[config.mk]
export PLATFORM = sky130hd
export DESIGN_NAME = seg7_scan_mux_flat
export DESIGN_NICKNAME = d
export VERILOG_FILES = /design/src/rtl/seg7_scan_mux_if.sv /design/src/rtl/seg7_scan_mux.sv /design/src/flat_wrapper.sv
export SDC_FILE = /design/constraint.sdc
export NUM_CORES = 1
export LEC_CHECK = 0
export BUFFER_PORTS_ARGS = -buffer_cell sky130_fd_sc_hd__buf_2
export CAP_MARGIN = 10
export CORE_ASPECT_RATIO = 1.25
export CORE_UTILIZATION = 49
export CTS_BUF_LIST = sky130_fd_sc_hd__clkbuf_8
export DETAILED_ROUTE_END_ITERATION = 6
export PLACE_DENSITY = 0.69
export SYNTH_ARGS = -nofsm -noshare
export SYNTH_HDL_FRONTEND = slang
export SYNTH_SLANG_ARGS = --single-unit
[constraint.sdc]
create_clock -name i_Clk -period 1.9 [get_ports i_Clk]
set_input_delay 0 -clock i_Clk [delete_from_list [all_inputs] [get_ports i_Clk]]
set_output_delay 0 -clock i_Clk [all_outputs]
set_load 0.01 [all_outputs]
[src/rtl/seg7_scan_mux_if.sv]
// seg7_scan_mux_if: valid/ready value handshake into the display scanner
interface seg7_scan_mux_if;
  logic [15:0] i_Value;
  logic        i_Value_Valid;
  logic        o_Value_Ready;
  modport master (output i_Value, output i_Value_Valid, input o_Value_Ready);
  modport slave (input i_Value, input i_Value_Valid, output o_Value_Ready);
endinterface

[src/rtl/seg7_scan_mux.sv]
// seg7_scan_mux: 4-digit 7-segment scanner with frame-aligned value updates
module seg7_scan_mux #(
  parameter int CLKS_PER_DIGIT = 50000,
  parameter int BLANK_CLKS     = 500
) (
  input  logic                  i_Clk,
  input  logic                  i_Rst,
  seg7_scan_mux_if.slave        bus,
  input  logic                  i_Blank_Zeros,
  output logic [3:0]            o_Binary_Num,
  output logic [3:0]            o_Digit_En_n,
  output logic                  o_Frame_Start
);
  localparam int M0 = CLKS_PER_DIGIT > BLANK_CLKS ? CLKS_PER_DIGIT : BLANK_CLKS;
  localparam int CW = $clog2(M0 > 2 ? M0 : 2);
  localparam logic [CW-1:0] SHOW_LAST  = CW'(CLKS_PER_DIGIT - 1);
  localparam logic [CW-1:0] BLANK_LAST = CW'(BLANK_CLKS == 0 ? 0 : BLANK_CLKS - 1);
  typedef enum logic {S_SHOW, S_BLANK} state_t;
  state_t        state_q, state_d;
  logic [1:0]    idx_q, idx_d;
  logic [CW-1:0] cnt_q, cnt_d;
  logic [15:0]   disp_q, disp_d, pend_q, pend_d;
  logic          pend_full_q, pend_full_d;
  logic          accept, slot_end, adv, wrap, blank;
  always_comb begin
    accept      = bus.i_Value_Valid && !pend_full_q;
    slot_end    = state_q == S_SHOW ? cnt_q == SHOW_LAST : cnt_q == BLANK_LAST;
    adv         = slot_end && (state_q == S_BLANK || BLANK_CLKS == 0);
    wrap        = adv && idx_q == 2'd3;
    cnt_d       = slot_end ? '0 : cnt_q + 1'b1;
    state_d     = adv ? S_SHOW : slot_end ? S_BLANK : state_q;
    idx_d       = adv ? idx_q + 2'd1 : idx_q;
    disp_d      = wrap && pend_full_q ? pend_q : disp_q;
    pend_d      = accept ? bus.i_Value : pend_q;
    pend_full_d = accept || (pend_full_q && !wrap);
    // leading-zero blanking: this nibble and every higher one are zero
    blank         = i_Blank_Zeros && idx_q != 2'd0 && (disp_q >> {idx_q, 2'b00}) == 16'h0;
    o_Binary_Num  = disp_q[{idx_q, 2'b00} +: 4];
    o_Digit_En_n  = state_q == S_SHOW && !blank ? ~(4'b0001 << idx_q) : 4'b1111;
    o_Frame_Start = state_q == S_SHOW && idx_q == 2'd0 && cnt_q == '0;
  end
  assign bus.o_Value_Ready = !pend_full_q;
  always_ff @(posedge i_Clk) begin
    if (i_Rst) begin
      state_q     <= S_SHOW;
      idx_q       <= '0;
      cnt_q       <= '0;
      disp_q      <= '0;
      pend_q      <= '0;
      pend_full_q <= 1'b0;
    end else begin
      state_q     <= state_d;
      idx_q       <= idx_d;
      cnt_q       <= cnt_d;
      disp_q      <= disp_d;
      pend_q      <= pend_d;
      pend_full_q <= pend_full_d;
    end
  end
endmodule

[src/flat_wrapper.sv]
// flat-port wrapper written by rule: the top's interface ports become plain ports
module seg7_scan_mux_flat 
#(
  parameter int CLKS_PER_DIGIT = 50000,
  parameter int BLANK_CLKS     = 500
)
  (i_Clk, i_Rst, i_Blank_Zeros, o_Binary_Num, o_Digit_En_n, o_Frame_Start, bus_i_Value, bus_i_Value_Valid, bus_o_Value_Ready);
  seg7_scan_mux_if bus_i ();
  input  logic i_Clk;
  input  logic i_Rst;
  input  logic i_Blank_Zeros;
  output logic [3:0] o_Binary_Num;
  output logic [3:0] o_Digit_En_n;
  output logic o_Frame_Start;
  input wire logic [$bits(bus_i.i_Value)-1:0] bus_i_Value;
  input wire logic [$bits(bus_i.i_Value_Valid)-1:0] bus_i_Value_Valid;
  output wire logic [$bits(bus_i.o_Value_Ready)-1:0] bus_o_Value_Ready;
  assign bus_i.i_Value = bus_i_Value;
  assign bus_i.i_Value_Valid = bus_i_Value_Valid;
  assign bus_o_Value_Ready = bus_i.o_Value_Ready;
  seg7_scan_mux #(.CLKS_PER_DIGIT(CLKS_PER_DIGIT), .BLANK_CLKS(BLANK_CLKS)) u_core (.i_Clk(i_Clk), .i_Rst(i_Rst), .bus(bus_i), .i_Blank_Zeros(i_Blank_Zeros), .o_Binary_Num(o_Binary_Num), .o_Digit_En_n(o_Digit_En_n), .o_Frame_Start(o_Frame_Start));
endmodule
==> run_results.csv, run 1 <==
group,metric,value,unit
run_status,outcome,"completed",
setup_path,cp-end-kind,"output port",
sta,min_period,1790,ps
setup_path,arrival,1790,ps
synth,yosys_warnings,0,
route,routed_wl,5.75,mm
placement,port_buffers,29,
layout,final_cell_mix,"dfxtp_1 (52), nand2_1 (40), a21oi_1 (39)",
layout,final_cells,402,
synth,synth.distinct_cells,34,
synth,syn-num-nets,324,
synth,synthMuxAreaShare,2.68,%
global_route,grt_pass1_wl,9.76,mm
global_route,grt_overflow,0,
clock_tree,cts_post_setup_buffers_inserted,0,
clock_tree,cts_max_level,2,
placement,place_hpwl,3.93,mm
setup_path,critical_path_required,1900,ps
clock_tree,clk_latency,310,ps
sta,worst_clock_skew,7.31,ps
floorplan,initial_core_util,51.0,%
route,viasPerCell,5.55,
synth,avgSynthCellArea,8.15,µm²
power,power.leakage,1.06,nW
clock_tree,cts.sinks,52,
layout,final_util,61.4,%
synth,synthAdderAreaFrac,3.09,%
floorplan,die_height,80.7,µm
layout,syn_to_final_growth,20.4,%
global_route,grt_util_all_layers,24.0,%
floorplan,dieArea,0.00525,mm²
floorplan,ioPinCount,30,
setup_path,crit_type,"reg -> out",
synth,synth_top_family_by_area,"simple AND/OR/NAND/NOR gates",
route,drt_iter0_markers,141,
sta,tns,0,ps
sta,worstMarginPinSlew,560,ps
layout,fill_cells,458,
clock_tree,cts.path.max_buffers,2,
global_route,antenna_found_initial,0,
synth,synth-compound-area-share,14.5,%
placement,dp.cells,377,
synth,synth_xor_area_share,5.05,%
placement,gp_congestion,0.806,
global_route,grt_max_degree,23,
global_route,grt_pass1_vias,2168,
layout,drive_above_1_share,16.4,%
min_path,hold_path_class,"in -> reg",
floorplan,core,0.00476,mm²
flow_run,cap_violations,0,
power,peakVddDrop,0.000658,V
layout,n_antenna_cell,0,
sta,setup_viol,0,
route,ant_nets,0,
clock_tree,cts_tree,"built",
setup_path,worst_setup_path_start_kind,"flop",
layout,fin_nets,367,
clock_tree,root_buffer,"clkbuf_8",
synth,synthCells,298,
sta,slew_headroom,62.6,%
sta,rsz0062_at_grt,"no",
synth,yosysSeqAreaShare,42.8,%
clock_tree,clkTransAtPathRegs,100,ps
synth,ys_ff_latch,52,
floorplan,rows,28,
sta,finalCritPeriodShare,94.3,%
clock_tree,cts_buffers,5,
layout,final_common_cell,"dfxtp_1",
route,via_count,2231,
route,drc,0,
route,post_drt_wl_per_cell,14.3,µm
route,firstDrtPassIters,4,
sta,slew_violations,0,
synth,syn_area,0.00243,mm²
setup_path,crit_fanout,4,
floorplan,die_w,65.0,µm
sta,hold_violations,0,
synth,synthSimpleGateAreaFrac,26.9,%
power,powerDensity,706,mW/mm²
sta,max_freq,558,MHz
==> stage by stage <==
| stage | area (µm²) | hold WS, ps | total power [mW] | worst slack (ps) |
|---|---|---|---|---|
| final | 2930 | 133 | 2.06 | 108 |
| after global routing | 2930 | 131 | 2.16 | 14.6 |
| after CTS | 2920 | 119 | 2.09 | 20.5 |
| after detailed placement | 2650 | 249 | 1.43 | 154 |
| after global placement | 2650 | 243 | 1.42 | 189 |
| after floorplan | 2430 | 136 | 1.36 | 95.9 |
==> what timing repair did <==
| item | CTS | global route |
|---|---|---|
| gates resized for setup | 1 | 1 |
| setup endpoints to repair | 3 | 3 |
| hold endpoints to repair | 17 | 0 |
| hold buffers | 17 | 0 |
==> worst paths after layout <==
path / cells past startpoint / slack [ps] / from / to
max: 7 / 110 / u_core.idx_q[0]$_SDFFE_PP0P_ / o_Digit_En_n[1]
min: 2 / 130 / i_Rst / u_core.pend_q[8]$_SDFFE_PP0P_
max reg2reg: 5 / 130 / u_core.cnt_q[7]$_SDFF_PP0_ / u_core.cnt_q[10]$_SDFF_PP0_
min reg2reg: 2 / 460 / u_core.pend_q[7]$_SDFFE_PP0P_ / u_core.pend_q[7]$_SDFFE_PP0P_
==> per-layer routing <==
layer	up-vias	GRT usage, %	share of wire [%]
met5	-	0	0
met2	32	44.6	53
met3	9	2.67	1.8
li1	1134	-	-
met1	1056	28.0	43
met4	0	8.67	1.6
==> synthesized netlist by cell type (all sizes together) <==
library cell | n | area [µm²]
dfxtp | 52 | 1040
nand2 | 40 | 150
a21oi | 39 | 195
nor2 | 20 | 75.1
o21ai | 20 | 100
nand4 | 19 | 119
clkbuf | 14 | 52.6
xnor2 | 13 | 114
nand3 | 12 | 60.1
nor4 | 11 | 68.8
inv | 8 | 30.0
buf | 7 | 38.8
nor3 | 7 | 35.0
ha | 6 | 75.1
and3 | 5 | 31.3
nor2b | 4 | 25.0
nand3b | 3 | 22.5
a211oi | 2 | 15.0
mux2i | 2 | 20.0
mux4 | 2 | 45.0
or4 | 2 | 18.8
a211o | 1 | 8.76
a2bb2oi | 1 | 26.3
and2 | 1 | 6.26
and4 | 1 | 8.76
nand2b | 1 | 6.26
nor4b | 1 | 8.76
o22ai | 1 | 6.26
or2 | 1 | 6.26
or3 | 1 | 11.3
xor2 | 1 | 8.76
==> registers in the layout, summed over array words and instances, names as in the netlist <==
| register | flops |
|---|---|
| u_core.pend_q | 16 |
| u_core.pend_full_q | 1 |
| u_core.idx_q | 2 |
| u_core.cnt_q | 16 |
| u_core.disp_q | 16 |
| u_core.state_q | 1 |
==> cells by family (layout without fill, tap and decap cells) <==
kind of cell | Yosys count | after routing
and+or+nand+nor | 129 | 129
DFF | 52 | 52
xor gates and xnor gates | 14 | 14
adders and majority gates | 6 | 6
muxes | 4 | 4
AOI/OAI and AO/OA | 64 | 64
buffers and inverters | 29 | 73
==> where the power goes <==
| group | internal, mW | switching [mW] |
|---|---|---|
| combinational | 0.117 | 0.109 |
| sequential | 1.14 | 0.0615 |
| clock | 0.261 | 0.372 |
| total | 1.52 | 0.542 |
==> critical path, cell delays in order (launching register included) <==
cell and delay (ps):
dfxtp_1 340, inv_1 80, ha_2 220, nor4b_2 210, nand3_1 110, a211o_1 290, nand3b_1 100, buf_2 130
==> area by class of cell <==
type,instances,area [µm²],share of cell area (%)
clock buffers,5,68.8,2.35
clock inverters,3,23.8,0.813
inverters,8,30.0,1.03
multi-input cells,217,1280,43.6
flip-flops and latches,52,1040,35.6
well taps,60,75.1,2.57
repair buffers,57,410,14.0
(Power assumes the default switching activity.)
==> inputs of run 2 (changes only) <==
Settings changed: PLACE_DENSITY 0.69 to 0.78.
==> run_results.csv, run 2 (synthesis gave the netlist of run 1 again) <==
group,metric,value,unit
run_status,outcome,"completed",
placement,gp_congestion,0.790,
sta,rsz0062_at_grt,"no",
flow_run,cap_violations,0,
setup_path,cp-end-kind,"output port",
setup_path,crit_type,"reg -> out",
global_route,grt_pass1_wl,9.24,mm
clock_tree,cts_max_level,2,
clock_tree,root_buffer,"clkbuf_8",
global_route,grt_overflow,0,
setup_path,timing.rr.start,"u_core.cnt_q[7]$_SDFF_PP0_",
layout,n_antenna_cell,0,
floorplan,rows,28,
route,via_count,2263,
global_route,grt_max_degree,21,
setup_path,critical_path_required,1900,ps
route,firstDrtPassIters,4,
layout,final_common_cell,"dfxtp_1",
power,power.leakage,1.07,nW
power,peakVddDrop,0.000735,V
route,drt_iter0_markers,102,
sta,slew_violations,0,
setup_path,rrSetupSlack,160,ps
layout,syn_to_final_growth,20.6,%
floorplan,core,0.00476,mm²
global_route,grt_util_all_layers,22.7,%
layout,fin_nets,368,
sta,setup_viol,0,
power,powerDensity,702,mW/mm²
sta,finalCritPeriodShare,92.7,%
layout,reg_top3,"u_core.cnt_q (16), u_core.disp_q (16), u_core.pend_q (16)",
route,viasPerCell,5.62,
layout,drive_above_1_share,16.6,%
placement,place_hpwl,3.69,mm
sta,hold_violations,0,
floorplan,initial_core_util,51.0,%
route,post_drt_wl_per_cell,13.6,µm
sta,worstMarginPinSlew,542,ps
min_path,hold_path_class,"in -> reg",
clock_tree,cts.path.max_buffers,2,
route,routed_wl,5.50,mm
route,ant_nets,0,
layout,multiInputGateArea,0.00128,mm²
placement,port_buffers,29,
floorplan,ioPinCount,30,
setup_path,arrival,1760,ps
clock_tree,cts_tree,"built",
min_path,hold_start,"i_Rst",
layout,final_cell_mix,"dfxtp_1 (51), nand2_1 (40), a21oi_1 (39)",
route,drc,0,
clock_tree,clk_latency,310,ps
min_path,holdPathEnd,"u_core.disp_q[4]$_SDFFE_PP0P_",
setup_path,worst_setup_path_start_kind,"flop",
sta,max_freq,568,MHz
setup_path,crit_fanout,4,
sta,min_period,1760,ps
setup_path,r2r_end,"u_core.cnt_q[0]$_SDFF_PP0_",
clock_tree,cts_buffers,5,
clock_tree,cts.sinks,52,
clock_tree,clkTransAtPathRegs,90,ps
sta,slew_headroom,63.8,%
floorplan,die_w,65.0,µm
min_path,hold_depth,2,
global_route,antenna_found_initial,0,
setup_path,reg2reg_depth,5,
layout,fill_cells,428,
global_route,grt_pass1_vias,2074,
floorplan,die_height,80.7,µm
layout,regArea,0.00104,mm²
sta,worst_clock_skew,8.70,ps
floorplan,dieArea,0.00525,mm²
sta,holdWs,100,ps
sta,tns,0,ps
-- run 2: changes by cell type in the layout (fill, tap and decap cells not counted) --
cell        change
inv_1           +1
clkinvlp_4      -1
buf_4           +1
dfxtp_2         +1
dfxtp_1         -1
-- run 2: cell type report --
class / instances / share of cell area (%)
sequential: 52 / 35.6
tap: 60 / 2.56
timing repair buffer: 58 / 14.3
inverter: 8 / 1.02
clock buffer: 5 / 2.35
multi-input combinational: 217 / 43.6
clock inverter: 3 / 0.683
-- run 2: per-stage QoR --
step / worst slack [ps] / cells / power (mW) / cell area [µm²] / utilization, %
finish: 138 / 403 / 2.06 / 2930 / 61.5
global route: 8.43 / 403 / 2.14 / 2930 / 61.5
CTS: 48.5 / 403 / 2.06 / 2920 / 61.3
detailed placement: 167 / 378 / 1.43 / 2660 / 55.9
global placement: 191 / 378 / 1.42 / 2660 / 55.9
floorplan: 95.9 / 298 / 1.36 / 2430 / -
-- run 2: power breakdown --
| part | internal, mW | switching [mW] |
|---|---|---|
| clock | 0.257 | 0.365 |
| sequential | 1.14 | 0.0610 |
| combinational | 0.117 | 0.112 |
-- run 2: worst max-delay path by stage --
stage / start / to / slack [ps] / cells past startpoint
after floorplan: u_core.idx_q[0]$_SDFFE_PP0P_ / o_Digit_En_n[1] / 100 / 7
after global placement: u_core.cnt_q[7]$_SDFF_PP0_ / u_core.cnt_q[13]$_SDFF_PP0_ / 190 / 5
after detailed placement: u_core.cnt_q[7]$_SDFF_PP0_ / u_core.cnt_q[11]$_SDFF_PP0_ / 170 / 5
after CTS: u_core.idx_q[0]$_SDFFE_PP0P_ / o_Digit_En_n[2] / 50 / 7
after global routing: u_core.disp_q[4]$_SDFFE_PP0P_ / o_Digit_En_n[2] / 8 / 5
final: u_core.idx_q[0]$_SDFFE_PP0P_ / o_Digit_En_n[2] / 140 / 7
-- run 2: what timing repair did --
action	in CTS	in global routing
hold endpoints to repair	17	0
hold buffers	17	0
setup endpoints to repair	1	3
gates cloned	0	0
buffers inserted	0	0
resized for setup	1	2
-- run 2: layer usage --
metal  share of wire [%]  vias to the layer above  GRT usage [%]
li1                    -                     1136              -
met5                   0                        -              0
met1                  43                     1059           27.3
met3                 3.6                       17           4.21
met4                 2.8                        0           10.7
met2                  50                       51           39.0
-- run 2: worst max-delay path, stage by stage, from the launching register on --
cell      delay [ps]
dfxtp_1          340
inv_1             90
ha_2             220
nor4b_2          200
nand3_1          100
a211o_1          270
nand3b_1         100
buf_2            130
